File: src/rtl/regfile_write_arbiter.sv
// Single write-port arbiter: pipeline WB writes have priority, mul/div results queue in a small FIFO.
// Define REGFILE_ARB_STARVE_EN to enable the forced aux grant after STARVE_LIMIT losing cycles.
module regfile_write_arbiter #(
    parameter int DATA_WIDTH   = 32,
    parameter int ADDR_WIDTH   = 5,
    parameter int AUX_DEPTH    = 4,
    parameter int STARVE_LIMIT = 8
) (
    input  logic                             clk,
    input  logic                             rst_n,
    input  logic                             pipeValid,
    output logic                             pipeReady,
    input  logic [ADDR_WIDTH-1:0]            pipeAddr,
    input  logic [DATA_WIDTH-1:0]            pipeData,
    input  logic                             auxValid,
    output logic                             auxReady,
    input  logic [ADDR_WIDTH-1:0]            auxAddr,
    input  logic [DATA_WIDTH-1:0]            auxData,
    output logic                             regWrite,
    output logic [ADDR_WIDTH-1:0]            writeAddress,
    output logic [DATA_WIDTH-1:0]            writeData,
    output logic [$clog2(AUX_DEPTH+1)-1:0]   auxCount
);

    localparam int PTR_W = $clog2(AUX_DEPTH);
    localparam int CNT_W = $clog2(AUX_DEPTH + 1);

    typedef enum logic {ST_ARB, ST_FORCE} state_t;

    state_t                  state;
    logic [AUX_DEPTH-1:0]    ent_valid;
    logic [ADDR_WIDTH-1:0]   ent_addr [AUX_DEPTH];
    logic [DATA_WIDTH-1:0]   ent_data [AUX_DEPTH];
    logic [PTR_W-1:0]        wr_ptr;
    logic [PTR_W-1:0]        rd_ptr;

    logic                    empty;
    logic                    full;
    logic                    store;
    logic                    pipe_grant;
    logic                    aux_pop;
    logic                    squash;
    logic                    write_en;
    logic [ADDR_WIDTH-1:0]   grant_addr;
    logic [DATA_WIDTH-1:0]   grant_data;

    assign empty      = (auxCount == '0);
    assign full       = (auxCount == CNT_W'(AUX_DEPTH));
    assign auxReady   = !full;
    assign pipeReady  = (state == ST_ARB);
    assign store      = auxValid && !full && (auxAddr != '0);
    assign pipe_grant = pipeReady && pipeValid;
    // In FORCE pipe_grant is 0, so the head is granted whenever one exists.
    assign aux_pop    = !empty && !pipe_grant;
    assign squash     = pipe_grant && (pipeAddr != '0);

    // NOTE: every always_comb output gets a default first so no latch is inferred.
    always_comb begin
        grant_addr = pipeAddr;
        grant_data = pipeData;
        write_en   = squash;
        if (aux_pop) begin
            grant_addr = ent_addr[rd_ptr];
            grant_data = ent_data[rd_ptr];
            write_en   = ent_valid[rd_ptr];
        end
    end

    // NOTE: sequential state uses non-blocking assignments only, so every flop samples pre-edge values.
    always_ff @(posedge clk or negedge rst_n) begin
        if (!rst_n) begin
            ent_valid <= '0;
            wr_ptr    <= '0;
            rd_ptr    <= '0;
            auxCount  <= '0;
        end else begin
            if (squash) begin
                for (int i = 0; i < AUX_DEPTH; i++) begin
                    if (ent_addr[i] == pipeAddr) ent_valid[i] <= 1'b0;
                end
            end
            // A same-cycle push to the squashed register is stored already dead.
            if (store) begin
                ent_valid[wr_ptr] <= !(squash && (auxAddr == pipeAddr));
                wr_ptr            <= wr_ptr + PTR_W'(1);
            end
            if (aux_pop) rd_ptr <= rd_ptr + PTR_W'(1);
            case ({store, aux_pop})
                2'b10:   auxCount <= auxCount + CNT_W'(1);
                2'b01:   auxCount <= auxCount - CNT_W'(1);
                default: ;
            endcase
        end
    end

    // NOTE: the payload array has no reset; occupancy and valid bits decide what is meaningful.
    always_ff @(posedge clk) begin
        if (store) begin
            ent_addr[wr_ptr] <= auxAddr;
            ent_data[wr_ptr] <= auxData;
        end
    end

    always_ff @(posedge clk or negedge rst_n) begin
        if (!rst_n) begin
            regWrite     <= 1'b0;
            writeAddress <= '0;
            writeData    <= '0;
        end else begin
            regWrite <= write_en;
            if (write_en) begin
                writeAddress <= grant_addr;
                writeData    <= grant_data;
            end
        end
    end

`ifdef REGFILE_ARB_STARVE_EN
    localparam int SW = $clog2(STARVE_LIMIT + 1);

    logic [SW-1:0] starve_cnt;

    // FORCE is entered on the same edge the counter would reach the limit.
    always_ff @(posedge clk or negedge rst_n) begin
        if (!rst_n) begin
            state      <= ST_ARB;
            starve_cnt <= '0;
        end else begin
            state <= ST_ARB;
            if (aux_pop) begin
                starve_cnt <= '0;
            end else if (pipe_grant && !empty) begin
                if (starve_cnt + SW'(1) == SW'(STARVE_LIMIT)) begin
                    starve_cnt <= '0;
                    state      <= ST_FORCE;
                end else begin
                    starve_cnt <= starve_cnt + SW'(1);
                end
            end
        end
    end
`else
    always_ff @(posedge clk or negedge rst_n) begin
        if (!rst_n) state <= ST_ARB;
        else        state <= ST_ARB;
    end
`endif

endmodule
File: config.mk
export PLATFORM = sky130hd
export DESIGN_NAME = regfile_write_arbiter
export DESIGN_NICKNAME = d
export VERILOG_FILES = /design/src/rtl/regfile_write_arbiter.sv
export SDC_FILE = /design/constraint.sdc
export NUM_CORES = 1
export LEC_CHECK = 0
export BUFFER_PORTS_ARGS = -buffer_cell sky130_fd_sc_hd__buf_4
export CAP_MARGIN = 0
export CORE_MARGIN = 1
export CORE_UTILIZATION = 50
export CTS_BUF_LIST = sky130_fd_sc_hd__clkbuf_8 sky130_fd_sc_hd__clkbuf_16
export CTS_CLUSTER_SIZE = 20
export DETAILED_ROUTE_END_ITERATION = 7
export PLACE_DENSITY = 0.71
export SLEW_MARGIN = 20
export SYNTH_ARGS = -nofsm -noshare
export SYNTH_HDL_FRONTEND = slang
export SYNTH_SLANG_ARGS = --single-unit
File: constraint.sdc
create_clock -name clk -period 4.4 [get_ports clk]
set_input_delay 0.22 -clock clk [delete_from_list [all_inputs] [get_ports clk]]
set_output_delay 0.22 -clock clk [all_outputs]
set_load 0.01 [all_outputs]
==> run summary, run 1 <==
# DRC -> 0
Dpl cell area -> 0.00925 mm²
Clock Latency Late Sink -> 0.43 ns
Root Buffer -> clkbuf_16
Worst-path clk slew -> 0.07 ns
Max cap viols -> 0
Post-Syn Area -> 0.00817 mm²
Reg power frac -> 42.9%
Top cells by area, synth -> edfxtp_1 (54%), dfrtp_1 (15%), mux4_2 (10%), mux2_2 (7.6%), mux2_4 (3.5%)
WP data arrival -> 2.90 ns
Slew headroom -> 32.9%
Post-synth ARST share -> 24.9%
Share of layout cells above drive strength 1 -> 48.2%
Detailed Route Iter0 Violations -> 259
#FFs+latches synth -> 197
Total CTS buffers -> 17
Slowest stage delay, CP -> 0.66 ns
Pin count of the biggest net entering global routing -> 50
Worst path slowest cell -> a21bo_2
Final cycle utilization of the critical path -> 58.6%
Final core utilization -> 64.0%
Worst Hold Class -> in2reg
Vias -> 4160
Average size of a mapped cell -> 20.0 µm²
Final std cells w/o fill -> 791
Initial Utilization -> 51.3%
Synth warn -> 0
Clock power share -> 24.8%
DP Cell Count -> 726
Maximum clock rate -> 388 MHz
GR Overflow Total -> 0
Initial antenna violation count -> 0
Die H -> 130 µm
Crit end category -> flip-flop
First-pass DRT Iterations -> 4
DIE AREA -> 0.0169 mm²
Die width -> 130 µm
Fin. Hold Viols -> 0
Avg WL per Cell -> 19.6 µm
Diode count -> 0
Critical Path RT -> 4.72 ns
Fin Setup TNS -> 0 ns
Gr usage total -> 19.8%
Seq/Total Area, Yosys -> 69.4%
Worst Hold Margin -> 0.0137 ns
Final Setup Violations -> 0
Syn_nets -> 493
Nets -> 646
NetSw -> 1.81 mW
Startpoint types -> flip-flop
# clock sinks -> 197
Combinational power share -> 32.3%
Clock skew -> 0.0105 ns
Area of the core -> 0.0159 mm²
Pint -> 4.59 mW
Fin crit period -> 2.58 ns
Static Leak -> 3.83 nW
Post-synth EDFFs -> 148
H-tree depth -> 4
Unrepaired setup endpoints after global routing -> false
Top post-synthesis cells by count -> edfxtp_1 (148), mux2_2 (55), dfrtp_1 (49)
Final instance area -> 0.0102 mm²
Setup CP Type -> reg2reg
TritonCTS clock tree -> done
Vias per cell -> 5.26
Post-Synthesis Cells -> 409
CP delay by family, top -> compound AO/OA/AOI/OAI gates
Crit-path cells -> nor3_1 > nor2_4 > a21bo_2 > buf_4 > mux2_2
Cell taking the most area after synthesis -> edfxtp_1
Outcome -> finished clean
RePlAce Congestion -> 0.780
I/O Buffers -> 119
Cell variety after synth -> 31
Vias in the first global route -> 4490
Worst slew pin tran -> 1.00 ns
Critical path peak fanout -> 20
Area Overhead vs Synth -> 24.8%
Post-Route WL -> 15500 µm
Switching Share -> 28.3%
IO Pins -> 121
Post-synth top area share -> 54.4%
Row cnt -> 46
Routed Antenna Nets -> 0
Sum of buffers and inverters on the critical path -> 1
Hpwl dp -> 9480 µm
Pins Over Slew Limit -> 0
Clock buffer depth -> 2
Pwr dens -> 628 mW/mm²
Most common cell in the netlist -> edfxtp_1
VDD IR max -> 306 µV
Top_reg_cell synth -> edfxtp_1
First-pass GRT wire length -> 24100 µm
-- power groups by stage --
stage	Sequential (mW)	Combinational (mW)	Clock (mW)
after floorplan	2.82	1.32	0
after global placement	2.76	2.06	0
after detailed placement	2.79	2.09	0
after CTS	2.76	2.12	1.61
after global routing	2.79	2.25	1.68
final	2.75	2.07	1.59
-- cell usage in the layout, fill, tap and decap left out, types with 6 or more instances in the layout --
cell and count:
buf_4 123, clkbuf_16 19, dfrtp_1 47, dlygate4sd3_1 33, edfxtp_1 148, inv_1 6, mux2_2 55, mux2_4 19
mux4_2 38, xnor2_1 18, xor2_1 13
-- kinds of logic after synthesis --
logic type	Yosys count	share of synthesized area, %
AND/OR/NAND/NOR	18	1.18
XOR/XNOR	31	3.32
other	1	0.0459
flip-flops	197	69.4
buffers and inverters	31	1.96
adder cells (fa/ha/maj)	6	1.01
AO/OA/AOI/OAI	8	0.934
multiplexers	117	22.2
-- routing by layer --
layer	track usage, %	up-vias	wire [µm]	part of all wire, %
li1	-	1893	-	-
met1	24.7	2151	6420	41
met2	34.6	96	8230	53
met3	3.28	20	536	3.5
met4	8.34	0	321	2.1
met5	0	-	0	0
-- through the flow --
| step | setup slack [ns] | power (mW) |
|---|---|---|
| global route | 1.66 | 6.72 |
| finish | 1.82 | 6.41 |
| detailed placement | 1.75 | 4.88 |
| floorplan | 2.10 | 4.14 |
| CTS | 1.73 | 6.49 |
| global placement | 1.80 | 4.82 |
-- flip-flops by register name (all words and copies together), names as in the netlist --
signal,count
auxCount,3
ent_addr,20
ent_data,128
ent_valid,4
rd_ptr,2
regWrite,1
wr_ptr,2
writeAddress,5
writeData,32
-- repair_timing --
| item | in CTS | in global routing |
|---|---|---|
| hold buffers | 33 | 0 |
| hold endpoints to repair | 177 | 0 |
| gates resized for setup | 0 | 0 |
| setup buffers | 0 | 0 |
-- path summary, 6_finish.rpt --
path,depth (start not counted),start,slack [ns],endpoint
min in group asynchronous,2,rst_n,0.38,writeData[28]$_DFFE_PN0P_
worst max-delay path,5,auxCount[0]$_DFFE_PN0P_,1.82,writeData[18]$_DFFE_PN0P_
max in group asynchronous,2,rst_n,3.53,rd_ptr[1]$_DFFE_PN0N_
worst min register to register,1,writeData[30]$_DFFE_PN0P_,0.51,writeData[30]$_DFFE_PN0P_
worst max register to register,5,auxCount[0]$_DFFE_PN0P_,1.82,writeData[18]$_DFFE_PN0P_
worst min-delay path,1,auxAddr[2],0.01,ent_addr[3][2]$_DFFE_PP_
-- layout make-up --
class	instances	area, µm²
fill	1100	5740
sequential	197	5670
timing repair buffer	156	1250
multi-input combinational	181	2350
inverter	9	33.8
clock buffer	19	475
tap	216	270
clock inverter	13	141
Power figures use the tool's default switching activity.
==> run 2: changes to the inputs <==
clock period = 2.69 ns   (was 4.4 ns; I/O delays follow)
==> run 2 against run 1 <==
Against the previous run:
- clock skew down 0.0037 ns
- global-route usage up 0.14 points
- highest routed layer unchanged
- utilization up 0.45 points
- first-iteration DRC count down 9.3%
- largest cell class unchanged
- combinational power up 66%
- via count up 2.1%
==> run summary, run 2 (synthesis gave the netlist of run 1 again) <==
Outcome -> finished clean (unchanged)
Worst slew pin tran -> 0.710 ns (was 1.00 ns)
Nets -> 658 (was 646)
Avg WL per Cell -> 19.3 µm (was 19.6 µm)
Initial Utilization -> 51.3% (unchanged)
Maximum clock rate -> 397 MHz
Unrepaired setup endpoints after global routing -> false (unchanged)
Slowest stage delay, CP -> 0.59 ns (was 0.66 ns)
Clock skew -> 0.00686 ns (was 0.0105 ns)
I/O Buffers -> 119 (unchanged)
Fin Setup TNS -> 0 ns (unchanged)
Post-Route WL -> 15500 µm (about the same)
VDD IR max -> 558 µV (was 306 µV)
Final instance area -> 0.0103 mm² (was 0.0102 mm²)
Worst Hold Class -> in2reg (unchanged)
First-pass GRT wire length -> 24200 µm (was 24100 µm)
Crit end category -> flip-flop (unchanged)
Setup CP Type -> in2reg (was reg2reg)
Initial antenna violation count -> 0 (unchanged)
RePlAce Congestion -> 0.790 (was 0.780)
Commonest cells after routing, fill and taps aside -> edfxtp_1 (148), buf_4 (127), mux2_2 (55), dfrtp_1 (47) (was edfxtp_1 (148), buf_4 (123), mux2_2 (55), dfrtp_1 (47), mux4_2 (38))
Detailed Route Iter0 Violations -> 235 (was 259)
Total power -> 10.3 mW (was 6.41 mW)
Sum of buffers and inverters on the critical path -> 4 (was 1)
CP delay by family, top -> buffers and inverters (was compound AO/OA/AOI/OAI gates)
DIE AREA -> 0.0169 mm² (unchanged)
Critical Path RT -> 3.04 ns (was 4.72 ns)
Final core utilization -> 64.4% (was 64.0%)
Pwr dens -> 1010 mW/mm² (was 628 mW/mm²)
Biggest regs -> ent_data: 128 flops, writeData: 32 flops, ent_addr: 20 flops (unchanged)
Final Setup Violations -> 0 (unchanged)
Clock Latency Late Sink -> 0.42 ns (was 0.43 ns)
Post-CTS setup buffers -> 0 (unchanged)
Startpoint types -> input pin (was flip-flop)
Crit-path cells -> dlygate4sd3_1 > buf_4 > or4_1 > o211a_1 > inv_1 > ha_1 > inv_1 > fa_1 > xor2_1 > nor2_1 > xor2_1 (was nor3_1 > nor2_4 > a21bo_2 > buf_4 > mux2_2)
Hpwl dp -> 9970 µm (was 9480 µm)
Share of layout cells above drive strength 1 -> 47.7% (was 48.2%)
Vias -> 4249 (was 4160)
# DRC -> 0 (unchanged)
Fin crit period -> 2.52 ns
WP data arrival -> 2.87 ns (was 2.90 ns)
Critical Path Stages -> 11 (was 5)
Gr usage total -> 20.0% (was 19.8%)
Worst Hold Margin -> 0.0652 ns (was 0.0137 ns)
Worst-path clk slew -> 0.06 ns (was 0.07 ns)
Vias in the first global route -> 4430 (was 4490)
Area Overhead vs Synth -> 25.7% (was 24.8%)
H-tree depth -> 4 (unchanged)
Fin. Hold Viols -> 0 (unchanged)
Most common library cell in the layout ignoring fill and taps -> edfxtp_1 (unchanged)
Hold Path Stages -> 3 (was 1)
IO Pins -> 121 (unchanged)
Routed Antenna Nets -> 0 (unchanged)
Max cap viols -> 0 (unchanged)
First-pass DRT Iterations -> 4 (unchanged)
Diode count -> 0 (unchanged)
Largest register FFs -> 128 (unchanged)
Die H -> 130 µm (unchanged)
Vias per cell -> 5.29 (was 5.26)
# clock sinks -> 197 (unchanged)
Dpl cell area -> 0.00934 mm² (was 0.00925 mm²)
Die width -> 130 µm (unchanged)
Worst path slowest cell -> or4_1 (was a21bo_2)
Static Leak -> 3.90 nW (was 3.83 nW)
Hold_buf cts -> 38 (was 33)
Final cycle utilization of the critical path -> 93.7%
Worst R2R Path Depth -> 9 (was 5)
Total CTS buffers -> 17 (unchanged)
GR Overflow Total -> 0 (unchanged)
Pins Over Slew Limit -> 0 (unchanged)
Slew headroom -> 52.7% (was 32.9%)
Clock buffer depth -> 2 (unchanged)
TritonCTS clock tree -> done (unchanged)
Critical path peak fanout -> 8 (was 20)
Biggest register -> ent_data (unchanged)
Row cnt -> 46 (unchanged)
Pin count of the biggest net entering global routing -> 50 (unchanged)
Root Buffer -> clkbuf_16 (unchanged)
Cts repair resizes -> 0 (unchanged)
Area of the core -> 0.0159 mm² (unchanged)
==> run 2: cell types whose count changed in the layout (fill, tap and decap cells not counted), sizes merged <==
cell         before  now
buf             123  130
clkbuf           19   17
clkinv            2   11
clkinvlp          5    0
dlygate4sd3      33   38
inv              13   11
==> run 2: final cells by class <==
type	count	area (µm²)
Clock buffer	17	425
Fill cell	1165	5670
Multi-Input combinational cell	181	2350
Sequential cell	197	5670
Timing Repair Buffer	168	1390
Tap cell	216	270
Inverter	9	33.8
Clock inverter	15	123
==> run 2: final timing paths <==
kind | start | endpoint | slack, ns
worst max-delay path | auxAddr[1] | auxCount[2]$_DFFE_PN0P_ | 0.17
worst min-delay path | pipeData[28] | writeData[28]$_DFFE_PN0P_ | 0.07
worst max register to register | auxCount[0]$_DFFE_PN0P_ | auxCount[2]$_DFFE_PN0P_ | 0.34
worst min register to register | writeAddress[0]$_DFFE_PN0P_ | writeAddress[0]$_DFFE_PN0P_ | 0.51
max in group asynchronous | rst_n | rd_ptr[1]$_DFFE_PN0N_ | 1.87
min in group asynchronous | rst_n | writeData[28]$_DFFE_PN0P_ | 0.31
==> run 2: worst register-to-register path, cell delays in order (launching register included) <==
cell and delay (ns):
dfrtp_1 0.43, or3b_2 0.51, o211a_1 0.24, inv_1 0.09
ha_1 0.17, inv_1 0.06, fa_1 0.37, xor2_1 0.15
nor2_1 0.12, xor2_1 0.15
==> run 2: report_power, final <==
group,switching [mW],internal [mW],total [mW]
logic,1.49,1.96,3.44
clock network,1.03,1.34,2.37
registers,0.386,4.14,4.52
total,2.90,7.44,10.3
==> run 2: layer usage <==
metal	vias to the layer above	GRT usage, %	wire length [µm]
li1	1931	-	-
met1	2204	25.9	6510
met3	14	4.51	648
met5	-	0	0
met2	100	33.9	8160
met4	0	6.02	161
==> run 2: metrics by stage <==
stage          instances  worst slack [ns]
5_1_grt              803            0.0681
6_report             803             0.168
2_1_floorplan        409             0.387
3_3_place_gp         733             0.362
3_5_place_dp         733             0.302
4_1_cts              803             0.180
==> run 3: changes to the inputs <==
CORE_UTILIZATION = 55   (was 50)
PLACE_DENSITY = 0.77   (was 0.71)
==> run 3 against run 2 <==
Against the previous run:
- hold slack got worse by 0.0026 ns
- routed wire length increased by 1.4%
- register-to-register slack got worse by 0.03 ns
- largest cell class unchanged
- critical path depth did not move
- via count decreased by 0.16%
- setup slack got worse by 0.0027 ns
- critical endpoint unchanged
- first-iteration DRC count increased by 14%
- clock skew increased by 0.0012 ns
- die area down 9.0%
- power decreased by 1.4%
- clock-buffer cell count grew 2
- sequential share of layout area rose by 0.73 points
==> run summary, run 3 (synthesis gave the netlist of run 1 again) <==
Total CTS buffers -> 17 (unchanged)
Setup crit end -> auxCount[2]$_DFFE_PN0P_ (unchanged)
Critical Path RT -> 3.04 ns (about the same)
Diode count -> 0 (unchanged)
Die H -> 124 µm (was 130 µm)
Root Buffer -> clkbuf_16 (unchanged)
Vias in the first global route -> 4419 (was 4430)
Fin. Hold Viols -> 0 (unchanged)
# clock sinks -> 197 (unchanged)
Largest register FFs -> 128 (unchanged)
Pwr dens -> 1010 mW/mm² (about the same)
Post-Route WL -> 15700 µm (was 15500 µm)
GR Overflow Total -> 0 (unchanged)
Static Leak -> 3.86 nW (was 3.90 nW)
Cts repair resizes -> 0 (unchanged)
Routed Antenna Nets -> 0 (unchanged)
CP delay by family, top -> buffers and inverters (unchanged)
Nets -> 654 (was 658)
Most common library cell in the layout ignoring fill and taps -> edfxtp_1 (unchanged)
TritonCTS clock tree -> done (unchanged)
DIE AREA -> 0.0153 mm² (was 0.0169 mm²)
Worst-path clk slew -> 0.07 ns (was 0.06 ns)
Fin crit period -> 2.52 ns (about the same)
Met3 Use GR -> 4.90% (was 4.51%)
Biggest register -> ent_data (unchanged)
FF-to-FF End -> auxCount[2]$_DFFE_PN0P_ (unchanged)
Critical Path Stages -> 11 (unchanged)
R2R setup slack -> 0.31 ns (was 0.34 ns)
# DRC -> 0 (unchanged)
WP data arrival -> 2.87 ns (about the same)
Initial Utilization -> 56.2% (was 51.3%)
Setup CP Type -> in2reg (unchanged)
Worst Hold Class -> in2reg (unchanged)
Unrepaired setup endpoints after global routing -> false (unchanged)
Fin Setup TNS -> 0 ns (unchanged)
Slowest stage delay, CP -> 0.58 ns (was 0.59 ns)
Vias -> 4242 (was 4249)
Total power -> 10.2 mW (was 10.3 mW)
First-pass GRT wire length -> 23800 µm (was 24200 µm)
Area of the core -> 0.0145 mm² (was 0.0159 mm²)
VDD IR max -> 638 µV (was 558 µV)
Area Overhead vs Synth -> 24.0% (was 25.7%)
Clock buffer depth -> 2 (unchanged)
Outcome -> finished clean (unchanged)
Final core utilization -> 69.7% (was 64.4%)
Avg WL per Cell -> 20.5 µm (was 19.3 µm)
Initial antenna violation count -> 0 (unchanged)
I/O Buffers -> 119 (unchanged)
Worst slew pin tran -> 0.974 ns (was 0.710 ns)
Maximum clock rate -> 396 MHz (was 397 MHz)
Met2 usage -> 36.0% (was 33.9%)
Top Usage Layer GRT -> met2 (unchanged)
Worst Hold Margin -> 0.0626 ns (was 0.0652 ns)
RePlAce Congestion -> 0.839 (was 0.790)
Biggest regs -> ent_data: 128 flops, writeData: 32 flops, ent_addr: 20 flops (unchanged)
Commonest cells after routing, fill and taps aside -> edfxtp_1 (148), buf_4 (125), mux2_2 (55), dfrtp_1 (47) (was edfxtp_1 (148), buf_4 (127), mux2_2 (55), dfrtp_1 (47))
Worst Setup SP -> auxAddr[1] (unchanged)
Worst path slowest cell -> or4_1 (unchanged)
Max cap viols -> 0 (unchanged)
Startpoint types -> input pin (unchanged)
Gr usage total -> 21.7% (was 20.0%)
Slew headroom -> 35.1% (was 52.7%)
Clock Latency Late Sink -> 0.43 ns (was 0.42 ns)
Row cnt -> 44 (was 46)
Final cycle utilization of the critical path -> 93.8% (was 93.7%)
H-tree depth -> 4 (unchanged)
RR Startpoint -> auxCount[0]$_DFFE_PN0P_ (unchanged)
Critical path peak fanout -> 8 (unchanged)
First-pass DRT Iterations -> 6 (was 4)
Share of layout cells above drive strength 1 -> 46.7% (was 47.7%)
Met1 GRT Util -> 28.6% (was 25.9%)
Detailed Route Iter0 Violations -> 268 (was 235)
Vias per cell -> 5.53 (was 5.29)
Dpl cell area -> 0.00925 mm² (was 0.00934 mm²)
Pins Over Slew Limit -> 0 (unchanged)
Hpwl dp -> 9270 µm (was 9970 µm)
Worst R2R Path Depth -> 9 (unchanged)
Clock skew -> 0.00809 ns (was 0.00686 ns)
IO Pins -> 121 (unchanged)
Crit-path cells -> dlygate4sd3_1 > buf_4 > or4_1 > o211a_1 > inv_1 > ha_1 > inv_1 > fa_1 > xor2_1 > nor2_1 > xor2_1 (unchanged)
Pin count of the biggest net entering global routing -> 50 (unchanged)
Crit end category -> flip-flop (unchanged)
Final Setup Violations -> 0 (unchanged)
Die width -> 124 µm (was 130 µm)
Sum of buffers and inverters on the critical path -> 4 (unchanged)
Final instance area -> 0.0101 mm² (was 0.0103 mm²)
## run 3: cell types whose count changed in the layout (fill, tap and decap cells not counted)
| cell | change |
|---|---|
| clkinv_2 | -4 |
| clkinv_4 | -1 |
| buf_4 | -2 |
| clkinvlp_4 | +1 |
| bufinv_16 | -2 |
| inv_1 | +4 |
| clkbuf_8 | +2 |
| buf_12 | -2 |
## run 3: how the worst min path moves through the flow
| stage | from | endpoint | slack [ns] | cells past startpoint |
|---|---|---|---|---|
| 2_1_floorplan | rst_n | auxCount[0]$_DFFE_PN0P_ | -0.16 | 0 |
| 5_1_grt | pipeData[2] | writeData[2]$_DFFE_PN0P_ | 0.06 | 3 |
| 3_5_place_dp | rst_n | writeData[16]$_DFFE_PN0P_ | 0.25 | 1 |
| 3_3_place_gp | rst_n | writeData[16]$_DFFE_PN0P_ | 0.22 | 1 |
| 4_1_cts | pipeData[23] | writeData[23]$_DFFE_PN0P_ | 0.05 | 3 |
| 6_report | pipeData[23] | writeData[23]$_DFFE_PN0P_ | 0.06 | 3 |
## run 3: through the flow
stage          setup WS, ns  instances
2_1_floorplan         0.387        409
3_3_place_gp          0.376        697
3_5_place_dp          0.313        697
4_1_cts               0.180        767
5_1_grt              0.0552        767
6_report              0.165        767
## run 3: cell type report
class / instances / area (µm²)
repair buffers: 164 / 1340
well taps: 184 / 230
fillers: 984 / 4400
clock buffers: 19 / 453
flip-flops and latches: 197 / 5670
clock inverters: 13 / 56.3
inverters: 9 / 33.8
multi-input cells: 181 / 2350
## run 3: layer usage
metal  wire length (µm)  vias to the layer above
met1               6660                     2205
met5                  0                        -
li1                   -                     1912
met2               8160                      107
met3                657                       18
met4                222                        0
## run 3: worst reg2reg max path, stage by stage (launching register included)
cell	delay, ns
dfrtp_1	0.44
or3b_2	0.52
o211a_1	0.25
inv_1	0.09
ha_1	0.17
inv_1	0.06
fa_1	0.37
xor2_1	0.15
nor2_1	0.11
xor2_1	0.15
## run 3: power by group
part	switching, mW	leakage (nW)	internal, mW	total, mW
Clock	1.04	0.272	1.20	2.23
Combinational	1.56	1.67	1.92	3.48
Sequential	0.336	1.92	4.15	4.48
Total	2.93	3.86	7.26	10.2
## run 3: what timing repair did
item / in CTS / in global routing
hold buffers: 38 / 0
setup buffers: 0 / 0
hold endpoints to repair: 197 / 0
